==> config.mk <==
export PLATFORM = sky130hd
export DESIGN_NAME = prog_run_ctrl
export DESIGN_NICKNAME = d
export VERILOG_FILES = /design/src/rtl/prog_run_ctrl.sv
export SDC_FILE = /design/constraint.sdc
export NUM_CORES = 1
export LEC_CHECK = 0
export CORE_ASPECT_RATIO = 1.2
export CORE_MARGIN = 2
export CORE_UTILIZATION = 48
export CTS_BUF_LIST = sky130_fd_sc_hd__clkbuf_16
export CTS_CLUSTER_DIAMETER = 40
export CTS_CLUSTER_SIZE = 14
export DETAILED_ROUTE_END_ITERATION = 10
export GPL_ROUTABILITY_DRIVEN = 0
export GPL_TIMING_DRIVEN = 0
export PLACE_DENSITY = 0.91
export SLEW_MARGIN = 15
export SYNTH_ARGS = -nofsm -noshare
export SYNTH_HDL_FRONTEND = slang
export SYNTH_SLANG_ARGS = --single-unit
==> constraint.sdc <==
create_clock -name Clk -period 2 [get_ports Clk]
set_input_delay 0.6 -clock Clk [delete_from_list [all_inputs] [get_ports Clk]]
set_output_delay 0.6 -clock Clk [all_outputs]
set_load 0.02 [all_outputs]
==> src/rtl/prog_run_ctrl.sv <==
// Run controller for the 9-bit single-cycle core: launches one program from a
// selected base address, gates the core while it runs, and reports how the run ended.
module prog_run_ctrl #(
    parameter int              PCW     = 10,
    parameter int              CTW     = 16,
    parameter logic [CTW-1:0]  TIMEOUT = 16'd4000,
    parameter logic [PCW-1:0]  BASE0   = 10'd0,
    parameter logic [PCW-1:0]  BASE1   = 10'd128,
    parameter logic [PCW-1:0]  BASE2   = 10'd256,
    parameter logic [PCW-1:0]  BASE3   = 10'd384
) (
    input  logic             Clk,
    input  logic             Reset,
    input  logic             Start,
    input  logic [1:0]       ProgSel,
    input  logic             Abort,
    input  logic             CoreHalt,
    output logic             CoreStart,
    output logic [PCW-1:0]   ProgBase,
    output logic             CoreRun,
    output logic             Busy,
    output logic             Ack,
    output logic [1:0]       Status,
    output logic [CTW-1:0]   CycleCt
);

    typedef enum logic [1:0] {
        S_IDLE,
        S_LAUNCH,
        S_RUN,
        S_DONE
    } state_t;

    localparam logic [1:0] ST_NONE    = 2'b00;
    localparam logic [1:0] ST_HALTED  = 2'b01;
    localparam logic [1:0] ST_TIMEOUT = 2'b10;
    localparam logic [1:0] ST_ABORTED = 2'b11;

    state_t           state_q, state_d;
    logic [PCW-1:0]   prog_base_q, prog_base_d;
    logic [1:0]       status_q, status_d;
    logic [CTW-1:0]   cycle_ct_q, cycle_ct_d;
    logic [PCW-1:0]   base_sel;

    always_comb begin
        case (ProgSel)
            2'd0:    base_sel = BASE0;
            2'd1:    base_sel = BASE1;
            2'd2:    base_sel = BASE2;
            default: base_sel = BASE3;
        endcase
    end

    // NOTE: every variable gets a hold default before the case so no path leaves
    // it unassigned; otherwise synthesis infers a latch.
    always_comb begin
        state_d     = state_q;
        prog_base_d = prog_base_q;
        status_d    = status_q;
        cycle_ct_d  = cycle_ct_q;

        case (state_q)
            S_IDLE, S_DONE: begin
                if (Start) begin
                    state_d     = S_LAUNCH;
                    prog_base_d = base_sel;
                    status_d    = ST_NONE;
                    cycle_ct_d  = '0;
                end
            end
            S_LAUNCH: begin
                state_d = S_RUN;
            end
            S_RUN: begin
                // Halt outranks abort, abort outranks timeout; none of them count a cycle.
                if (CoreHalt) begin
                    state_d  = S_DONE;
                    status_d = ST_HALTED;
                end else if (Abort) begin
                    state_d  = S_DONE;
                    status_d = ST_ABORTED;
                end else if (cycle_ct_q == TIMEOUT) begin
                    state_d  = S_DONE;
                    status_d = ST_TIMEOUT;
                end else begin
                    cycle_ct_d = cycle_ct_q + CTW'(1);
                end
            end
            default: state_d = S_IDLE;
        endcase
    end

    // NOTE: state registers use non-blocking assignments so all of them update
    // together from values sampled before the edge.
    always_ff @(posedge Clk or posedge Reset) begin
        if (Reset) begin
            state_q     <= S_IDLE;
            prog_base_q <= BASE0;
            status_q    <= ST_NONE;
            cycle_ct_q  <= '0;
        end else begin
            state_q     <= state_d;
            prog_base_q <= prog_base_d;
            status_q    <= status_d;
            cycle_ct_q  <= cycle_ct_d;
        end
    end

    // All outputs decode registers only, so reset clears them without a clock.
    assign CoreStart = (state_q == S_LAUNCH);
    assign CoreRun   = (state_q == S_RUN);
    assign Busy      = (state_q == S_LAUNCH) || (state_q == S_RUN);
    assign Ack       = (state_q == S_DONE);
    assign Status    = status_q;
    assign CycleCt   = cycle_ct_q;
    assign ProgBase  = prog_base_q;

endmodule

# Word-level counts from Yosys, hierarchy flattened
# Index checks and enable logic that the tools add are counted.
classes:
  n_reduce_logical: 9
  addsub: 1
  n_mux: 16
  eq_ne: 11
ops:
  columns: ["cell", "n"]
  rows:
  - ["$mux W16", 4]
  - ["$pmux W16 S2", 1]
  - ["$pmux W9 S3", 1]
  - ["$add A16 B1 Y16 const B", 1]
  - ["$eq A16 B12 Y1 const B", 1]
  - ["$mux W2", 8]
  - ["$ne A2 B2 Y1 const B", 4]
  - ["$eq A2 B2 Y1 const B", 3]
  - ["$pmux W2 S3", 1]
  - ["$reduce_and A5 Y1", 1]
  - ["$eq A2 B1 Y1 const B", 2]
  - ["$logic_not A2 Y1", 2]
  - ["$ne A4 B3 Y1 const B", 1]
  - ["$pmux W2 S2", 1]
  - ["$reduce_and A2 Y1", 2]
  - ["$reduce_and A3 Y1", 1]
  - ["$reduce_bool A2 Y1", 1]
  - ["$reduce_or A2 Y1", 1]
  - ["$logic_or A1 B1 Y1", 1]
word_totals:
  ff_bits: 30
  output_inout_bits: 32
  elab_cells: 41
  in_bits: 7

# Logic depth before layout (Yosys ltp)
# Gate-level depths: netlist of the first run.
logic_depth:
  word_depth: 5
  mapped_depth: 8

# Worst setup path after synthesis of the first run
# No wires, ideal clock.
synth_timing:
  path_type: "register -> register"
  startpoint: "register state_q[0]"
  endpoint: "register status_q[1] (netlist: Status[1])"
  setup_slack_ns: -0.038
  path_stages_with_launch: 7
  arrival_ns: 1.913
  cell_sequence: "dfrtp_1 -> inv_1 -> ha_1 -> or3b_1 -> clkbuf_1 -> o21ai_0 -> mux2_2"
synth_via:
  word_cells_on_any_way: 9
  cone_classes: "eq/ne (4); mux (1); reduce/logical (4)"
synth_rtl:
  columns: ["element", "line_no", "rtl"]
  rows:
  - ["from (decl)", "39", "state_t state_q, state_d;"]
  - ["from (signal assigned)", "102", "state_q <= state_d;"]
  - ["$eq A2 B2 Y1 (*)", null, null]
  - ["via CoreRun", "20", "output logic CoreRun,"]
  - ["$ne A4 B3 Y1 (no line) or $reduce_bool A2 Y1 (tied branches)", null, null]
  - ["$reduce_and A3 Y1 (no line)", null, null]
  - ["to (signal assigned)", "104", "status_q <= status_d;"]
  - ["to (decl)", "41", "logic [1:0] status_q, status_d;"]
# Mark *: on every way through the listed nets, which the timed path passes. The rest lies on a longest branch.
# A chain may end at the register's enable or synchronous reset.

# Worst setup path in the final report of the first run
layout_timing:
  startpoint: "register cycle_ct_q[7] (netlist: CycleCt[7])"
  endpoint: "output CycleCt[7]"
layout_rtl:
  columns: ["element", "line_no", "rtl"]
  rows:
  - ["from (decl)", "42", "logic [CTW-1:0] cycle_ct_q, cycle_ct_d;"]
  - ["from (signal assigned)", "105", "cycle_ct_q <= cycle_ct_d;"]
  - ["to (decl)", "24", "output logic [CTW-1:0] CycleCt"]
# No word-level cell between the ends.

==> results of run 1 <==
==> where the power goes <==
group | switching [mW] | total [mW] | internal, mW | leakage, nW
Sequential | 0.0720 | 0.594 | 0.522 | 0.295
Clock | 0.151 | 0.415 | 0.264 | 0.0370
Combinational | 0.559 | 1.01 | 0.456 | 0.578
Total | 0.781 | 2.02 | 1.24 | 0.910
==> cell usage in the layout (no fill, tap or decap), drive strengths merged, types with 7 or more instances in the layout <==
| master | instances |
|---|---|
| clkbuf | 7 |
| o21ai | 8 |
| a31oi | 12 |
| conb | 8 |
| clkdlybuf4s50 | 21 |
| nand2 | 8 |
| dfrtp | 22 |
| inv | 13 |
| nor2 | 9 |
| buf | 17 |
==> area by class of cell <==
class	instances	area (µm²)
Inverter	13	48.8
Sequential cell	22	551
Fill cell	219	875
Timing Repair Buffer	35	337
Tap cell	34	42.5
Multi-Input combinational cell	109	798
Clock buffer	3	75.1
Buffer	16	111
==> state kept, by name (all words and copies together), names as in the netlist <==
name and flops:
Status 2, state_q 2, ProgBase 2, CycleCt 16
==> worst reg2reg max path: cells and delay by family, from the launching register on <==
family	cells	cell delay, ns
buffers and inverters	1	0.14
DFF	1	0.41
and+or+nand+nor	3	0.95
adders and majority gates	1	0.18
AOI/OAI and AO/OA	1	0.11
==> repair_timing <==
item	in CTS	in global routing
setup endpoints to repair	19	17
pin swaps	2	0
setup buffers	3	2
resized for setup	14	5
==> metal layers <==
| metal | share of wire, % | wire (µm) | up-vias | global-route usage [%] |
|---|---|---|---|---|
| met3 | 6.3 | 229 | 20 | 3.27 |
| met1 | 39 | 1410 | 652 | 28.2 |
| li1 | - | - | 653 | - |
| met5 | 0 | 0 | - | 0 |
| met4 | 3.5 | 125 | 0 | 10.9 |
| met2 | 51 | 1840 | 68 | 37.3 |
==> worst min-delay path by stage <==
stage                                       start                       to  slack, ns  depth (start not counted)
final                     ProgBase[8]$_DFFE_PP0P_  ProgBase[8]$_DFFE_PP0P_       0.51                          1
after global routing        Status[1]$_DFFE_PP0P_    Status[1]$_DFFE_PP0P_       0.53                          1
after CTS                 ProgBase[8]$_DFFE_PP0P_  ProgBase[8]$_DFFE_PP0P_       0.51                          1
after detailed placement  ProgBase[8]$_DFFE_PP0P_  ProgBase[8]$_DFFE_PP0P_       0.50                          1
after global placement      Status[1]$_DFFE_PP0P_    Status[1]$_DFFE_PP0P_       0.49                          1
after floorplan            state_q[1]$_DFFE_PP0P_   state_q[1]$_DFFE_PP0P_       0.51                          1
==> stage by stage <==
step / utilization, % / cells / hold slack, ns
2_1_floorplan: - / 162 / 0.510
3_3_place_gp: 64.2 / 226 / 0.493
3_5_place_dp: 64.2 / 226 / 0.498
4_1_cts: 68.1 / 231 / 0.511
5_1_grt: 69.2 / 232 / 0.528
6_report: 69.2 / 232 / 0.509
==> logic make-up after synthesis <==
| group | count (synthesis) |
|---|---|
| muxes | 5 |
| buffers and inverters | 31 |
| adders and majority gates | 6 |
| other | 1 |
| AOI/OAI and AO/OA | 43 |
| DFF | 22 |
| and+or+nand+nor | 47 |
==> impl_metrics.json, run 1 <==
{
  "fp.dieH_um": 64.2,
  "synth_fa_ha_area_share_pct": 5.17,
  "crit_start": "CycleCt[7]$_DFFE_PP0P_",
  "ys_seq_area_share_pct": 37.9,
  "drive_gt1_share_pct": 19.7,
  "area_growth_pct": 35.3,
  "endpoint": "CycleCt[7]",
  "cp_num_buf_inv": 1,
  "port_buffers": 30,
  "ys_ff_latch": 22,
  "die_w_um": 54.2,
  "syn_area_mm2": 0.00145,
  "synth-compound-area-share_pct": 21.3,
  "hold_violations": 0,
  "ys_types": 44,
  "ant_nets": 0,
  "start_util_pct": 51.1,
  "outcome": "completed",
  "cts_max_level": 1,
  "final_nets": 213,
  "cp_top_family": "buffers and inverters",
  "synth_common_cells": "dfrtp_1, inv_1, a31oi_1",
  "synthFlopType": "dfrtp_1",
  "crit_arrival_ns": 1.34,
  "drt-vias-per-instance": 6.00,
  "overflow": 0,
  "cp_num_cells": 1,
  "r2r_slack_ns": 0.08,
  "min_period_ns": 1.94,
  "grt_pass1_vias": 1290,
  "synth_xor_area_share_pct": 0,
  "cts_tree": "yes",
  "design.die.area_mm2": 0.00348,
  "detail_route.wl_per_cell_um": 15.6,
  "core_mm2": 0.00284,
  "cts-buffers-inserted": 3,
  "cp.required_ns": 1.40,
  "dp_slack_ns": -0.532,
  "total_power_mw": 2.02,
  "max_slew_margin_pct": 43.9,
  "first_pass_iters": 4,
  "cp_slowest_stage_delay_ns": 0.65,
  "synth_warnings": 0,
  "yosysMostFrequentCell": "dfrtp_1",
  "placed_area_mm2": 0.00182,
  "synth-simple-area-share_pct": 20.3,
  "clock-sinks": 22,
  "place_hpwl_um": 2460,
  "synth_top_area_share_pct": 37.9,
  "vias": 1393,
  "crit_fanout": 7,
  "synth_edf_count": 0,
  "power_density_mw_per_mm2": 1030,
  "fmax_ghz": 0.515,
  "p_leak_nw": 0.910,
  "pin_count": 39,
  "final.setup.tns_ns": 0,
  "finalClockSkew_ns": 0.00456,
  "finalSetupViolCount": 0,
  "insertion_delay_ns": 0.26,
  "grt_max_degree": 23,
  "clockBufferDepth": 2,
  "grt_pass1_wl_um": 5870,
  "netlist_top_cells_area": "dfrtp_1, a31oi_1, ha_1",
  "synth_top_family_by_area": "compound AO/OA/AOI/OAI gates",
  "clk_pin_slew_ns": 0.06,
  "vdd_drop_max_mv": 0.796,
  "startpoint_type": "flop",
  "critPathKind": "flop to output port",
  "final_area_mm2": 0.00196,
  "post_synth.cell_area_avg_um2": 9.36,
  "drtIter0Drc": 53,
  "slew_viol_final": 0,
  "worstPathCellList": "clkdlybuf4s50_1",
  "maxCapViolations": 0,
  "finalCritPeriodShare_pct": 97.1,
  "synthArstFlopShare_pct": 100,
  "endpoint_kind": "output port",
  "worst_pin_slew_ns": 0.841,
  "drt_drc_violations_left": 0,
  "synthMuxAreaShare_pct": 3.71,
  "antenna_cells": 0,
  "clockRootBuffer": "clkbuf_16",
  "grt_antenna_before_repair": 0,
  "worstHoldPathType": "flop to flop",
  "rows": 21,
  "cp_slowest_cell": "clkdlybuf4s50_1",
  "yosysTopAreaCell": "dfrtp_1",
  "postCtsHoldBufs": 0,
  "r2r_end": "CycleCt[10]$_DFFE_PP0P_",
  "reg2reg_depth": 6,
  "track_usage_pct": 22.8,
  "syn_inst": 155,
  "setup_ws_ns": 0.0586,
  "reg2reg_from": "state_q[0]$_DFFE_PP0P_",
  "wl_um": 3610
}
(Power assumes the default switching activity.)
==> run 2: changes to the inputs <==
--- a/config.mk
+++ b/config.mk
@@ -5,16 +5,17 @@
 export SDC_FILE = /design/constraint.sdc
 export NUM_CORES = 1
 export LEC_CHECK = 0
+export CAP_MARGIN = 10
 export CORE_ASPECT_RATIO = 1.2
 export CORE_MARGIN = 2
-export CORE_UTILIZATION = 48
-export CTS_BUF_LIST = sky130_fd_sc_hd__clkbuf_16
+export CORE_UTILIZATION = 50
+export CTS_BUF_LIST = sky130_fd_sc_hd__clkbuf_4
 export CTS_CLUSTER_DIAMETER = 40
 export CTS_CLUSTER_SIZE = 14
 export DETAILED_ROUTE_END_ITERATION = 10
 export GPL_ROUTABILITY_DRIVEN = 0
 export GPL_TIMING_DRIVEN = 0
-export PLACE_DENSITY = 0.91
+export PLACE_DENSITY = 0.94
 export SLEW_MARGIN = 15
 export SYNTH_ARGS = -nofsm -noshare
 export SYNTH_HDL_FRONTEND = slang
==> run 2 against run 1 <==
First-iteration DRC count increased by 96%. Cell area increased by 0.32%. Combinational power about the same. Largest cell class unchanged. Setup slack got worse by 0.0071 ns.
==> impl_metrics.json, run 2 (same netlist as run 1, synthesis figures left out) <==
{
  "p_clk_share_pct": 11.1,
  "p_int_mw": 1.03,
  "drt-vias-per-instance": 5.94,
  "worstHoldPathType": "flop to flop",
  "max_slew_margin_pct": 43.6,
  "pin_count": 39,
  "grt_pass1_wl_um": 5860,
  "ant_nets": 0,
  "grt_max_degree": 23,
  "drt_drc_violations_left": 0,
  "start_util_pct": 52.1,
  "outcome": "completed",
  "grt_antenna_before_repair": 0,
  "final_nets": 217,
  "antenna_cells": 0,
  "min_period_ns": 1.95,
  "clockBufferDepth": 2,
  "cts_max_level": 1,
  "p_leak_nw": 1.06,
  "cp_num_buf_inv": 1,
  "switching_share_pct": 42.6,
  "postCtsHoldBufs": 0,
  "fp.dieH_um": 63.0,
  "combPwrFrac_pct": 55.6,
  "endpoint_kind": "output port",
  "clockRootBuffer": "clkbuf_4",
  "cts_tree": "yes",
  "total_power_mw": 1.79,
  "cp_top_family": "buffers and inverters",
  "pwr-share-seq_pct": 33.3,
  "clock-sinks": 22,
  "cts-buffers-inserted": 3,
  "maxCapViolations": 0,
  "first_pass_iters": 4,
  "largest_reg_flops": 16,
  "power_density_mw_per_mm2": 909,
  "rsz0062_at_grt": "false",
  "worstPathCellList": "clkdlybuf4s50_1",
  "drive_gt1_share_pct": 24.3,
  "die_w_um": 53.2,
  "detail_route.wl_per_cell_um": 15.5,
  "grt_pass1_vias": 1267,
  "power_switching_uw": 762,
  "cp_slowest_stage_delay_ns": 0.63,
  "finalCritPeriodShare_pct": 97.4,
  "vdd_drop_max_mv": 0.861,
  "slew_viol_final": 0,
  "core_mm2": 0.00279,
  "hold_violations": 0,
  "design.die.area_mm2": 0.00335,
  "clk_pin_slew_ns": 0.12,
  "critPathKind": "flop to output port",
  "finalSetupViolCount": 0,
  "nFillCells": 210,
  "cp_slowest_cell": "clkdlybuf4s50_1",
  "place_hpwl_um": 2420,
  "insertion_delay_ns": 0.30,
  "worst_pin_slew_ns": 0.846,
  "track_usage_pct": 23.0,
  "finalClockSkew_ns": 0.00522,
  "whs_ns": 0.516,
  "port_buffers": 30,
  "layout_common_cells": "dfrtp_1, buf_4, inv_1, a31oi_1",
  "fmax_ghz": 0.513,
  "wl_um": 3650,
  "area_growth_pct": 35.7,
  "cp.required_ns": 1.40,
  "overflow": 0,
  "crit_arrival_ns": 1.35,
  "crit_fanout": 4,
  "drtIter0Drc": 104,
  "rows": 21,
  "vias": 1403,
  "startpoint_type": "flop"
}
-- run 2: layer usage --
metal | GRT usage, % | routed length (µm) | vias up
met5 | 0 | 0 | -
met4 | 7.37 | 50 | 0
met3 | 2.15 | 229 | 7
met2 | 37.2 | 1820 | 70
met1 | 31.7 | 1550 | 663
li1 | - | - | 663
-- run 2: power groups by stage --
stage          Combinational [mW]  Clock, mW  Sequential, mW
2_1_floorplan               0.529          0           0.655
3_3_place_gp                0.893          0           0.596
3_5_place_dp                0.916          0           0.597
4_1_cts                     0.942      0.202           0.593
5_1_grt                      1.07      0.219           0.606
6_report                    0.996      0.199           0.596
-- run 2: path summary, 6_finish.rpt --
path                                         start                 endpoint  cells past startpoint  slack (ns)
max                        CycleCt[15]$_DFFE_PP0P_              CycleCt[15]                      1        0.05
min                          Status[0]$_DFFE_PP0P_    Status[0]$_DFFE_PP0P_                      1        0.52
max reg2reg                 state_q[0]$_DFFE_PP0P_  CycleCt[11]$_DFFE_PP0P_                      8        0.09
min reg2reg                  Status[0]$_DFFE_PP0P_    Status[0]$_DFFE_PP0P_                      1        0.52
max in group asynchronous                    Reset   CycleCt[3]$_DFFE_PP0P_                      2        0.68
min in group asynchronous                    Reset   CycleCt[4]$_DFFE_PP0P_                      2        0.75
-- run 2: per-stage QoR --
| step | utilization, % | setup WS (ns) | cell area (µm²) | setup TNS (ns) | std cells |
|---|---|---|---|---|---|
| 2_1_floorplan | - | 0.0322 | 1480 | 0 | 162 |
| 3_3_place_gp | 65.5 | -0.523 | 1820 | -7.45 | 226 |
| 3_5_place_dp | 65.5 | -0.567 | 1820 | -7.83 | 226 |
| 4_1_cts | 68.5 | 0.000762 | 1910 | 0 | 233 |
| 5_1_grt | 70.7 | 0.00139 | 1970 | 0 | 236 |
| 6_report | 70.7 | 0.0515 | 1970 | 0 | 236 |
-- run 2: repair_timing --
item                                    CTS  global route
hold endpoints to repair                  0             0
gates resized for setup                  21            18
buffers inserted                          5             4
endpoints found under the setup margin   23            25
pin swaps                                 3             2
-- run 2: final cells by class --
cell class | count | area, µm² | share of cell area (%)
timing repair buffer | 39 | 385 | 19.6
inverter | 13 | 48.8 | 2.48
clock buffer | 3 | 22.5 | 1.14
buffer | 16 | 111 | 5.65
tap | 34 | 42.5 | 2.16
multi-input combinational | 109 | 803 | 40.8
sequential | 22 | 556 | 28.2
==> run 3: changes to the inputs <==
--- a/config.mk
+++ b/config.mk
@@ -13,9 +13,9 @@
 export CTS_CLUSTER_DIAMETER = 40
 export CTS_CLUSTER_SIZE = 14
 export DETAILED_ROUTE_END_ITERATION = 10
-export GPL_ROUTABILITY_DRIVEN = 0
 export GPL_TIMING_DRIVEN = 0
 export PLACE_DENSITY = 0.94
+export SETUP_SLACK_MARGIN = 0.2
 export SLEW_MARGIN = 15
 export SYNTH_ARGS = -nofsm -noshare
 export SYNTH_HDL_FRONTEND = slang
==> run 3 against run 2 <==
Total power grew 44%. Sequential power rose by 1%. Global-route usage is 6.4 points higher. Worst hold slack improved by 0.033 ns. Sequential share of layout area down 4.7 points. Clock power is 86% higher. Clock skew increased by 0.012 ns. Maximum frequency fell by 0.22%. Critical endpoint is now CycleCt[2]$_DFFE_PP0P_.
==> impl_metrics.json, run 3 (same netlist as run 1, synthesis figures left out) <==
{
  "outcome": "completed",
  "fp.dieH_um": 63.0,
  "worst_pin_slew_ns": 0.917,
  "final_nets": 245,
  "finalClockSkew_ns": 0.0176,
  "critPathKind": "flop to flop",
  "first_pass_iters": 6,
  "crit_arrival_ns": 2.17,
  "rsz0062_at_grt": "true",
  "cp.required_ns": 2.22,
  "finalSetupViolCount": 0,
  "hold_violations": 0,
  "maxCapViolations": 0,
  "antenna_cells": 0,
  "largest_reg_flops": 16,
  "finalCritPeriodShare_pct": 97.6,
  "clockBufferDepth": 2,
  "detail_route.wl_per_cell_um": 20.5,
  "vias": 1642,
  "clockRootBuffer": "clkbuf_4",
  "slew_viol_final": 0,
  "area_growth_pct": 65.4,
  "clk_pin_slew_ns": 0.15,
  "cts-buffers-inserted": 3,
  "die_w_um": 53.2,
  "power_density_mw_per_mm2": 1070,
  "setup_ws_ns": 0.0473,
  "port_buffers": 30,
  "grt_max_degree": 23,
  "min_period_ns": 1.95,
  "pin_count": 39,
  "grt_antenna_before_repair": 0,
  "worstHoldPathType": "flop to flop",
  "wl_um": 5430,
  "layout_common_cells": "buf_4, dlygate4sd2_1, buf_6",
  "p_leak_nw": 1.15,
  "total_power_mw": 2.57,
  "drt_drc_violations_left": 0,
  "drt-vias-per-instance": 6.20,
  "fmax_ghz": 0.512,
  "grtUsageMet2_pct": 48.3,
  "endpoint_kind": "flop",
  "start_util_pct": 52.1,
  "grtUsageMet3_pct": 3.83,
  "final_common_cell": "buf_4",
  "postCtsHoldBufs": 0,
  "design.die.area_mm2": 0.00335,
  "busiest_layer": "met2",
  "drtIter0Drc": 102,
  "cts_tree": "yes",
  "max_slew_margin_pct": 38.8,
  "rows": 21,
  "startpoint_type": "flop",
  "crit_fanout": 6,
  "gp_congestion": 0.916,
  "place_hpwl_um": 2600,
  "final.setup.tns_ns": 0,
  "track_usage_pct": 29.3,
  "insertion_delay_ns": 0.34,
  "overflow": 0,
  "core_mm2": 0.00279,
  "drive_gt1_share_pct": 48.1,
  "clock-sinks": 22,
  "whs_ns": 0.549,
  "cts_max_level": 1,
  "dp_slack_ns": -0.478,
  "ant_nets": 0,
  "grt_pass1_wl_um": 7330,
  "vdd_drop_max_mv": 1.04,
  "grt_pass1_vias": 1531,
  "grt_use_met1_pct": 36.0
}
## run 3: cell count changes in the layout (fill, tap and decap cells not counted), sizes merged
cell           previous run  this run
clkdlybuf4s50            11         4
bufinv                    0         1
dlygate4sd2               5        21
dlymetal6s2s             11         0
buf                      21        53
clkdlybuf4s15             2         0
## run 3: what timing repair did
| action | CTS | global route |
|---|---|---|
| setup buffers | 13 | 21 |
| setup endpoints to repair | 40 | 34 |
| gates resized for setup | 84 | 39 |
| pin swaps | 15 | 14 |
| cloned | 1 | 0 |
## run 3: metal layers
metal	up-vias	wire length [µm]
met1	786	2070
met3	21	367
met5	-	0
li1	716	-
met2	119	2820
met4	0	181
## run 3: final cells by class
type	count	area [µm²]
buffer	18	143
clock buffer	3	22.5
clock inverter	1	30.0
fill	155	384
inverter	13	51.3
multi-input combinational	109	965
sequential	22	564
tap	34	42.5
timing repair buffer	65	583
## run 3: path summary, 6_finish.rpt
path,start,slack (ns),cells past startpoint,endpoint
hold reg to reg,ProgBase[7]$_DFFE_PP0P_,0.55,1,ProgBase[7]$_DFFE_PP0P_
hold / removal,ProgBase[7]$_DFFE_PP0P_,0.55,1,ProgBase[7]$_DFFE_PP0P_
setup / recovery,CycleCt[1]$_DFFE_PP0P_,0.05,9,CycleCt[2]$_DFFE_PP0P_
setup reg to reg,CycleCt[1]$_DFFE_PP0P_,0.05,9,CycleCt[2]$_DFFE_PP0P_
max in group asynchronous,Reset,0.55,2,CycleCt[9]$_DFFE_PP0P_
min in group asynchronous,Reset,0.81,2,CycleCt[4]$_DFFE_PP0P_
## run 3: worst max-delay path, cell delays in order, from the launching register on
cell and delay [ns]:
dfrtp_1 0.40, buf_6 0.12, inv_4 0.04, ha_4 0.15, nor4b_4 0.12, and4_1 0.17
buf_6 0.14, buf_6 0.13, o311ai_0 0.36, o211ai_1 0.18
## run 3: per-stage QoR
step	instances	utilization (%)	area (µm²)
after floorplan	162	-	1500
after global placement	226	66.3	1850
after detailed placement	226	66.3	1850
after CTS	244	75.8	2110
after global routing	265	86.2	2400
final	265	86.2	2400
## run 3: where the power goes
group	internal (mW)	switching (mW)	total (mW)
clock network	0.203	0.167	0.370
registers	0.525	0.0770	0.602
logic	0.798	0.805	1.60
